<file path="src/rtl/conv_pkg.sv">
// Shared types and sizing helpers for the kernel convolution MAC.
// Contents: pixel width, FSM state encoding, accumulator width function.
// Imported by kernel_conv_mac; seq_divider is width-parameterised and self-contained.
package conv_pkg;

  localparam int PIX_W = 8;

  typedef enum logic [1:0] {
    IDLE = 2'd0,
    MAC  = 2'd1,
    DIV  = 2'd2,
    DONE = 2'd3
  } conv_state_t;

  // 16-bit products summed over size*size taps, plus one bit of headroom
  // for the rounding bias added before the divide.
  function automatic int acc_width(input int size);
    return 16 + $clog2(size * size) + 1;
  endfunction

endpackage

</file>
<file path="src/rtl/seq_divider.sv">
// Unsigned restoring divider, one quotient bit per cycle, W cycles per divide.
// Ports: clk, n_rst (sync, active-low), start (1-cycle launch), dividend/divisor (sampled on start),
//        busy (iterations pending), done (1-cycle pulse when quotient is final), quotient.
module seq_divider #(
  parameter int W = 23
) (
  input  logic         clk,
  input  logic         n_rst,
  input  logic         start,
  input  logic [W-1:0] dividend,
  input  logic [W-1:0] divisor,
  output logic         busy,
  output logic         done,
  output logic [W-1:0] quotient
);

  localparam int CNT_W = $clog2(W + 1);

  logic [W:0]       rem;
  logic [W-1:0]     quo;
  logic [W-1:0]     dsor;
  logic [CNT_W-1:0] cnt;

  logic [W:0]       src_rem;
  logic [W-1:0]     src_quo;
  logic [W-1:0]     use_dsor;
  logic [W:0]       shifted;
  logic [W:0]       diff;
  logic             fits;

  // The start cycle already performs the first iteration straight from the
  // input operands, so the whole divide occupies exactly W edges.
  always_comb begin
    src_rem  = start ? '0 : rem;
    src_quo  = start ? dividend : quo;
    use_dsor = start ? divisor : dsor;
    shifted  = {src_rem[W-1:0], src_quo[W-1]};
    diff     = shifted - {1'b0, use_dsor};
    fits     = (shifted >= {1'b0, use_dsor});
  end

  always_ff @(posedge clk) begin
    if (!n_rst) begin
      rem  <= '0;
      quo  <= '0;
      dsor <= '0;
      cnt  <= '0;
      done <= 1'b0;
    end else begin
      done <= 1'b0;
      if (start || (cnt != '0)) begin
        rem <= fits ? diff : shifted;
        quo <= {src_quo[W-2:0], fits};
        if (start) begin
          dsor <= divisor;
          cnt  <= CNT_W'(W - 1);
          done <= (W == 1);
        end else begin
          cnt  <= cnt - 1'b1;
          done <= (cnt == CNT_W'(1));
        end
      end
    end
  end

  assign busy     = (cnt != '0);
  assign quotient = quo;

endmodule

</file>
<file path="src/rtl/kernel_conv_mac.sv">
// Applies a SIZE x SIZE 8-bit kernel to one pixel window: round(sum(k*p)/sum(k)), saturated to 8 bits.
// Ports: clk, n_rst (sync, active-low); kernel/kernel_err/window with in_valid/in_ready;
//        out_pixel/out_err with out_valid/out_ready. One MAC per cycle, then a 1-bit/cycle divide.
module kernel_conv_mac
  import conv_pkg::*;
#(
  parameter int SIZE = 7
) (
  input  logic                                   clk,
  input  logic                                   n_rst,
  input  logic [SIZE-1:0][SIZE-1:0][PIX_W-1:0]   kernel,
  input  logic                                   kernel_err,
  input  logic [SIZE-1:0][SIZE-1:0][PIX_W-1:0]   window,
  input  logic                                   in_valid,
  output logic                                   in_ready,
  output logic [PIX_W-1:0]                       out_pixel,
  output logic                                   out_err,
  output logic                                   out_valid,
  input  logic                                   out_ready
);

  localparam int N      = SIZE * SIZE;
  localparam int ACC_W  = acc_width(SIZE);
  localparam int IDX_W  = $clog2(N);
  localparam int FLAT_W = N * PIX_W;

  conv_state_t       state;
  conv_state_t       state_nxt;

  // Latched taps; shifted down one byte per MAC cycle so the current tap is
  // always in the low byte (element [0][0] sits at the LSBs, giving row-major order).
  logic [FLAT_W-1:0] kern_sh;
  logic [FLAT_W-1:0] win_sh;
  logic              kerr_q;
  logic [ACC_W-1:0]  acc;
  logic [15:0]       wsum;
  logic [IDX_W-1:0]  idx;

  logic              accept;
  logic              last_tap;
  logic              div_skip;
  logic [15:0]       prod;

  logic              div_start;
  logic              div_busy;
  logic              div_done;
  logic [ACC_W-1:0]  dividend;
  logic [ACC_W-1:0]  divisor;
  logic [ACC_W-1:0]  quotient;

  assign accept   = in_valid && in_ready;
  assign last_tap = (idx == IDX_W'(N - 1));
  assign div_skip = (wsum == '0) || kerr_q;
  assign prod     = 16'(kern_sh[PIX_W-1:0]) * 16'(win_sh[PIX_W-1:0]);
  // Adding half the divisor turns the truncating divide into round-half-up.
  assign dividend = acc + ACC_W'(wsum >> 1);
  assign divisor  = ACC_W'(wsum);

  // State register
  always_ff @(posedge clk) begin
    if (!n_rst) state <= IDLE;
    else        state <= state_nxt;
  end

  // Next-state logic
  always_comb begin
    state_nxt = state;
    case (state)
      IDLE: if (accept)                state_nxt = MAC;
      MAC:  if (last_tap)              state_nxt = DIV;
      DIV:  if (div_skip || div_done)  state_nxt = DONE;
      DONE: if (out_ready)             state_nxt = IDLE;
      default:                         state_nxt = IDLE;
    endcase
  end

  // FSM outputs. The divider is launched on the first DIV cycle only: after
  // that it is busy, and on its done cycle the FSM leaves DIV.
  always_comb begin
    in_ready  = (state == IDLE);
    div_start = (state == DIV) && !div_skip && !div_busy && !div_done;
  end

  // Datapath and output registers
  always_ff @(posedge clk) begin
    if (!n_rst) begin
      kern_sh   <= '0;
      win_sh    <= '0;
      kerr_q    <= 1'b0;
      acc       <= '0;
      wsum      <= '0;
      idx       <= '0;
      out_valid <= 1'b0;
      out_err   <= 1'b0;
      out_pixel <= '0;
    end else begin
      case (state)
        IDLE: begin
          if (accept) begin
            kern_sh <= kernel;
            win_sh  <= window;
            kerr_q  <= kernel_err;
            acc     <= '0;
            wsum    <= '0;
            idx     <= '0;
          end
        end
        MAC: begin
          acc     <= acc + ACC_W'(prod);
          wsum    <= wsum + 16'(kern_sh[PIX_W-1:0]);
          kern_sh <= kern_sh >> PIX_W;
          win_sh  <= win_sh >> PIX_W;
          idx     <= idx + 1'b1;
        end
        DIV: begin
          if (div_skip) begin
            out_valid <= 1'b1;
            out_err   <= 1'b1;
            out_pixel <= '0;
          end else if (div_done) begin
            out_valid <= 1'b1;
            out_err   <= 1'b0;
            // Cannot exceed 255 for a true weighted average; clamp anyway.
            out_pixel <= (quotient > ACC_W'(255)) ? 8'hFF : quotient[PIX_W-1:0];
          end
        end
        DONE: begin
          if (out_ready) out_valid <= 1'b0;
        end
        default: ;
      endcase
    end
  end

  seq_divider #(
    .W (ACC_W)
  ) u_div (
    .clk      (clk),
    .n_rst    (n_rst),
    .start    (div_start),
    .dividend (dividend),
    .divisor  (divisor),
    .busy     (div_busy),
    .done     (div_done),
    .quotient (quotient)
  );

endmodule

</file>
<file path="config.mk">
export PLATFORM = sky130hd
export DESIGN_NAME = kernel_conv_mac
export DESIGN_NICKNAME = d
export VERILOG_FILES = /design/src/rtl/conv_pkg.sv /design/src/rtl/seq_divider.sv /design/src/rtl/kernel_conv_mac.sv
export SDC_FILE = /design/constraint.sdc
export NUM_CORES = 2
export LEC_CHECK = 0
export ABC_AREA = 1
export CELL_PAD_IN_SITES_DETAIL_PLACEMENT = 1
export CELL_PAD_IN_SITES_GLOBAL_PLACEMENT = 1
export CORE_AREA = 10 10 366 368
export DETAILED_ROUTE_END_ITERATION = 10
export DIE_AREA = 0 0 376 378
export MAX_ROUTING_LAYER = met4
export PLACE_DENSITY_LB_ADDON = 0.15
export RECOVER_POWER = 25
export SYNTH_ARGS = -nofsm -noshare
export SYNTH_HDL_FRONTEND = slang
export SYNTH_SLANG_ARGS = --single-unit
</file>
<file path="constraint.sdc">
create_clock -name clk -period 4.5 [get_ports clk]
set_input_delay 0.9 -clock clk [delete_from_list [all_inputs] [get_ports clk]]
set_output_delay 0.9 -clock clk [all_outputs]
set_load 0.01 [all_outputs]
</file>
After elaboration in Yosys (flattened, before gate mapping):

Index checks and enable logic that the tools add are counted.

* bits in registers: 917
* bits of input ports: 789
* output and inout bits: 11
* word-level logic and storage cells: 87

* add/subtract/negate cells: 6
* multiply operators: 1
* $lt $le $gt $ge: 2
* eq/ne operators: 10
* muxes and demuxes: 29
* bitwise operators: 2
* reductions and logical operators: 22

Operators by type and width (count)
* $pmux W392 S2: 2
* $mux W392: 2
* $mux W23: 5
* $pmux W23 S2: 1
* $pmux W16 S2: 1
* $ge A24 B23 Y1: 1
* $mux W8: 3
* $add A23 B15 Y23: 1
* $add A23 B16 Y23: 1
* $gt A23 B8 Y1 const B: 1
* $sub A23 B23 Y23: 1
* $add A16 B8 Y16: 1
* $logic_not A16 Y1: 1
* $mul A8 B8 Y16: 1
* $mux W16: 1
* $pmux W6 S2: 1
* $mux W2: 4
* $pmux W2 S4: 1
* $add A6 B1 Y6 const B: 1
* $eq A6 B6 Y1 const B: 1
* $mux W6: 1
* $ne A2 B2 Y1 const B: 3
* $reduce_and A2 Y1: 3
* $reduce_bool A2 Y1: 3
* 18 further kinds: 31

Depth between registers and ports, before layout:

* depth after elaboration: 9
* mapped depth: 29

Hierarchy:

From an unflattened synthesis, not the netlist that was laid out.

* cells, all modules: 6176
* area total of the unflattened synthesis: 43646.9 um2

By module, submodules not included
* kernel_conv_mac: times used 1, cells an instance 5422, area each 38793.5 um2, seq. area each 16856.2 um2
* seq_divider: times used 1, cells an instance 754, area each 4853.4 um2, seq. area each 1501.4 um2

Least setup slack after synthesis:

No wires, ideal clock.

* kind: register to register
* start: reg kern_sh[6]
* end: reg acc[14]
* setup time: 0.132 ns
* arrival: 4.127 ns
* data required time: 4.368 ns
* path slack: 0.241 ns
* cell stages (with the launch flop): 19
* period minus slack after synthesis: 4.259 ns
* cells stage by stage: dfxtp_1 -> clkbuf_1 -> nand2_1 -> fa_1 -> inv_1 -> fa_1 -> inv_1 -> fa_1 -> fa_1 -> inv_1 -> ha_1 -> nand2_1 -> a31oi_1 -> nor2_1 -> o21ai_0 -> a21oi_1 -> or2_2 -> nand2_1 -> a21oi_1

* word-level cells in the longest chain between the ends: 3

Ends and longest elaborated chain
* start, declared: line kernel_conv_mac.sv:32 `logic [FLAT_W-1:0] kern_sh;`
* start signal, assigned: line kernel_conv_mac.sv:100 `kern_sh <= kernel;`
* start signal, assigned: line kernel_conv_mac.sv:111 `kern_sh <= kern_sh >> PIX_W;`
* $mul A8 B8 Y16: line kernel_conv_mac.sv:54 `assign prod = 16'(kern_sh[PIX_W-1:0]) * 16'(win_sh[PIX_W-1:0]);`
* $add A23 B16 Y23: line kernel_conv_mac.sv:109 `acc <= acc + ACC_W'(prod);`
* $pmux W23 S2: line kernel_conv_mac.sv:97 `case (state)`
* end signal, assigned: line kernel_conv_mac.sv:109
* end, declared: line kernel_conv_mac.sv:35 `logic [ACC_W-1:0] acc;`

Every way passes these cells.
A chain may end at the register's enable or synchronous reset.

Final worst setup path:

* start: reg state[1]
* end: reg win_sh[130]

* word-level cells in the longest chain between the ends: 4
* elaborated cells on any way between the ends: 7
* classes of those cells: 2 x eq/ne; 1 x mux; 4 x reduce/logical

Ends and longest elaborated chain
* start, declared: line kernel_conv_mac.sv:27 `conv_state_t state;`
* start signal, assigned: line kernel_conv_mac.sv:62 `else state <= state_nxt;`
* $logic_not A2 Y1: line kernel_conv_mac.sv:80, kernel_conv_mac.sv:97
* $logic_and A1 B1 Y1: line kernel_conv_mac.sv:51 `assign accept = in_valid && in_ready;`
* $ne A2 B1 Y1 (no source line)
* $reduce_and A2 Y1 (no source line)
* end signal, assigned: line kernel_conv_mac.sv:101 `win_sh <= window;`
* end signal, assigned: line kernel_conv_mac.sv:112 `win_sh <= win_sh >> PIX_W;`
* end, declared: line kernel_conv_mac.sv:33 `logic [FLAT_W-1:0] win_sh;`

Several ways; a longest one is shown, not always the timed one.

==> results.txt <==
The number of standard cells after synthesis is roughly 6,000. In the synthesized netlist the async set-or-reset flop fraction comes to 0%. Among all flip-flop cells after synthesis, the most frequent one is dfxtp_1. Summed over all cells, the static leakage comes to between 0.02 and 0.025 uW.

The post-detailed-route count of antenna-violating nets came out at 0. The min-delay analysis places its worst path in the category reg -> reg. The maximum number of pins on one net before global-route repair came out at just under 300. The internal power contribution came out at between 20,000 and 25,000 uW. The total area inside the core boundary comes to between 0.1 and 0.15 mm^2. The number of global-route vias before repair is about 44,000. After detailed routing, the average wire length per cell comes to 22.1 um. Sequential cells account for a little under two fifths of the total power. For this run, the number of Yosys warnings is 0. The area growth from synthesis to layout is 30.1%.

The count of buffers added by post-CTS timing repair for setup came out at 0. The post-detailed-route DRC marker count is 0. Pin placement for this block handled 800 I/O pins. The post-layout minimum cycle time came out at 4310 ps. The number of hold buffers added after cts came out at 0. The die area is about 0.14 mm^2.

The share of the clock period used by the worst path came out at 95.9%. Global routing consumed, over all layers together, about a quarter of the routing resources. The maximum count of clock buffers along a single path is 3. In this run the tool buffered the top-level ports with around 800 buffer cells. The post-route netlist has 4.59% of its cells at a drive strength greater than 1. The H-tree depth reported by CTS is 3. The cell count after placement is between 8,000 and 9,000. The final number of setup-violating endpoints came out at 0.

Using the TritonRoute via totals, the vias-per-cell ratio works out to ~5.2. The floorplan step set the die height to approximately 380 um. The area of the mapped netlist came out at ~0.043 mm^2. The DRC violation total after the first TritonRoute iteration came out at approximately 3,000. At the end of routability-driven placement, the weighted congestion stood at about 0.86. On the final layout, the worst hold slack is between 400 and 500 ps. The layout net count came out at 7,472.

The horizontal die dimension came out at between 300 and 400 um. Clock tree synthesis inserted a total of approximately 110 buffers. The signal arrival time at the worst endpoint came out at between 4000 and 5000 ps.

The largest clock skew in the final design came out at 34.5 ps. Dividing the synthesized area by the synthesized cell count gives between 7 and 8 um^2. The critical path required time is around 5100 ps. The wire length reported by the detailed router is 185,000 um. STA classifies the critical path endpoint as a flip-flop. The remaining global-route overflow is 0. Of all cell types, the one taking the most synthesized area is dfxtp_1. The initial standard-cell utilization of the core came out at roughly a third.

The total count of hold-check failures in the final report came out at 0. In this run the worst path has a maximum fanout of between 150 and 200. The total of max-cap violations came out at 5. After synthesis, the most frequently instantiated cells are 2,224 x nand2_1, 917 x dfxtp_1, 774 x a31oi_1, 617 x o21ai_0, 349 x clkbuf_1.

The total number of vias came out at 43,400. Setup slack on the critical path of the routed design comes to 186 ps. The final reports fail on max-capacitance violations, max-slew violations.

Timing would allow up to around 0.23 GHz. The count of final max-slew check failures came out at 550. The first global-routing pass estimated between 200,000 and 300,000 um of wire. On the critical path the largest part of the delay comes from buffers and inverters. Counting distinct cell types in the post-synthesis netlist gives between 40 and 50. The worst setup slack after placement is -167 ps. The worst setup path is launched from a flip-flop. The longest individual stage delay on the worst path came out at between 1500 and 2000 ps. The final design utilization came out at between 40% and 50%. The clock-pin slew on the worst setup and hold paths came out at roughly 60 ps. In the post-synthesis netlist, the cell with the most instances is nand2_1.

The post-detailed-placement half-perimeter wirelength came out at approximately 130,000 um. The run finished, with violations left. TritonCTS built the clock tree.

IR analysis of the VDD net gives a maximum drop of between 0.0005 and 0.0006 V. The transition at the pin with the smallest max-transition slack came out at slightly above 2000 ps. The ratio of total power to cell area came out at ~610 mW/mm^2. The number of antenna violations at the first check in global routing is 88. The clock net sink count is 917. The proportion of total power due to net switching is about two fifths. The synthesized net count is 6,937. The critical path is of the reg -> reg type. Yosys mapped a number of flops with a built-in enable equal to 0. For this run, the register share of the synthesized area comes to a little over two fifths. The synthesized design contains 917 register bits. Before antenna repair, the detailed router went through 5 iterations.

Sorting the synthesized cells by area gives the leading types as dfxtp_1 43%, nand2_1 19%, a31oi_1 11%. The share of Yosys cell area claimed by the top area cell type came out at between 40% and 50%. The worst relative slew slack is -34.7%.

The final instance count without filler cells is approximately 8,400. CTS placed an instance of clkbuf_16 at the clock tree root. The share of power burned in combinational logic is around 36%. The fraction of power consumed by the clock network is between 20% and 30%. In this run the power spent charging and discharging nets is ~14,000 uW. The library cell contributing the largest single delay on the critical path is clkbuf_2. Setup repair after global routing could not meet its margin everywhere. The cell row count came out at ~130.

Walking the worst path, the cells encountered are inv_1 > ha_4 > clkbuf_8 > clkbuf_2 > nand2_1 > a31oi_1. The worst path buffer plus inverter count is 3. The insertion delay to the later sink of the worst-skew pair is 720 ps.
==> flip-flops by register name (all words and copies together) (netlist names) <==
signal	flops
win_sh	392
u_div.quotient	23
wsum	16
out_pixel	8
out_err	1
u_div.dsor	23
kerr_q	1
idx	6
u_div.done	1
out_valid	1
acc	23
state	2
u_div.cnt	5
u_div.rem	23
kern_sh	392
==> what timing repair did <==
action	in CTS	in global routing
resized for setup	3	17
endpoints found under the setup margin	5	28
pin swaps	0	2
==> worst register-to-register path, delay by kind of cell, from the launching register on <==
kind,cells,cell delay [ps]
flip-flops,1,330
AO/OA/AOI/OAI,1,270
buffers and inverters,3,2990
adder cells (fa/ha/maj),1,280
AND/OR/NAND/NOR,1,360
==> metal layers <==
metal / global-route usage [%] / vias up / part of all wire, %
met2: 41.9 / 893 / 48
met3: 5.46 / 243 / 5.0
met1: 31.4 / 21000 / 45
met4: 7.65 / 0 / 2.6
met5: - / - / 0
li1: - / 21300 / -
==> area by class of cell <==
class	instances	area, um^2
clock buffer	161	3200
inverter	312	1190
antenna	74	185
sequential	917	18400
fill	15600	71000
timing repair buffer	889	8840
multi-input combinational	4308	21500
clock inverter	37	403
tap	1662	2080
==> worst paths after layout <==
check            startpoint             end  slack, ps  depth (start not counted)
max                state[1]     win_sh[130]        190                          6
min          u_div.dsor[22]  u_div.dsor[22]        460                          2
max reg2reg        state[1]     win_sh[130]        190                          6
min reg2reg  u_div.dsor[22]  u_div.dsor[22]        460                          2
==> power by group through the flow <==
| stage | logic (uW) | registers (uW) | clock network (uW) |
|---|---|---|---|
| floorplan | 8710 | 12100 | 0 |
| global placement | 12200 | 12700 | 0 |
| detailed placement | 12400 | 12800 | 0 |
| CTS | 12500 | 12600 | 9220 |
| global route | 14000 | 13000 | 9530 |
| finish | 12400 | 12700 | 9000 |
==> cell usage in the layout (no fill, tap or decap), drive strengths merged, types with 5 or more instances in the layout <==
cell and n:
o211ai 6, dfxtp 917, nor4 6, buf 80
nor2 147, inv 315, clkinv 27, a21oi 161
bufinv 5, nor3 11, nand3 112, clkdlybuf4s50 788
a31oi 774, diode 74, xor2 16, ha 95
clkbuf 172, nand4 11, dlygate4sd3 10, xnor2 14
nand2 2225, fa 53, o21ai 620, o21bai 11
or2 12, o221ai 7
==> stage by stage <==
step	power [uW]	TNS (ps)	instance area, um^2
final	34000	0	55700
after global routing	36500	-224	55700
after CTS	34300	0	55600
after detailed placement	25200	-520	52000
after global placement	24900	-342	52000
after floorplan	20800	0	42800
==> cell families after synthesis <==
family / synth area share [%]
AO/OA/AOI/OAI: 21.2
XOR/XNOR: 0.613
adder cells (fa/ha/maj): 5.25
buffers and inverters: 7.18
flip-flops: 42.9
multiplexers: 0.0701
AND/OR/NAND/NOR: 22.8
No activity file was read; power rests on OpenSTA's default activity.
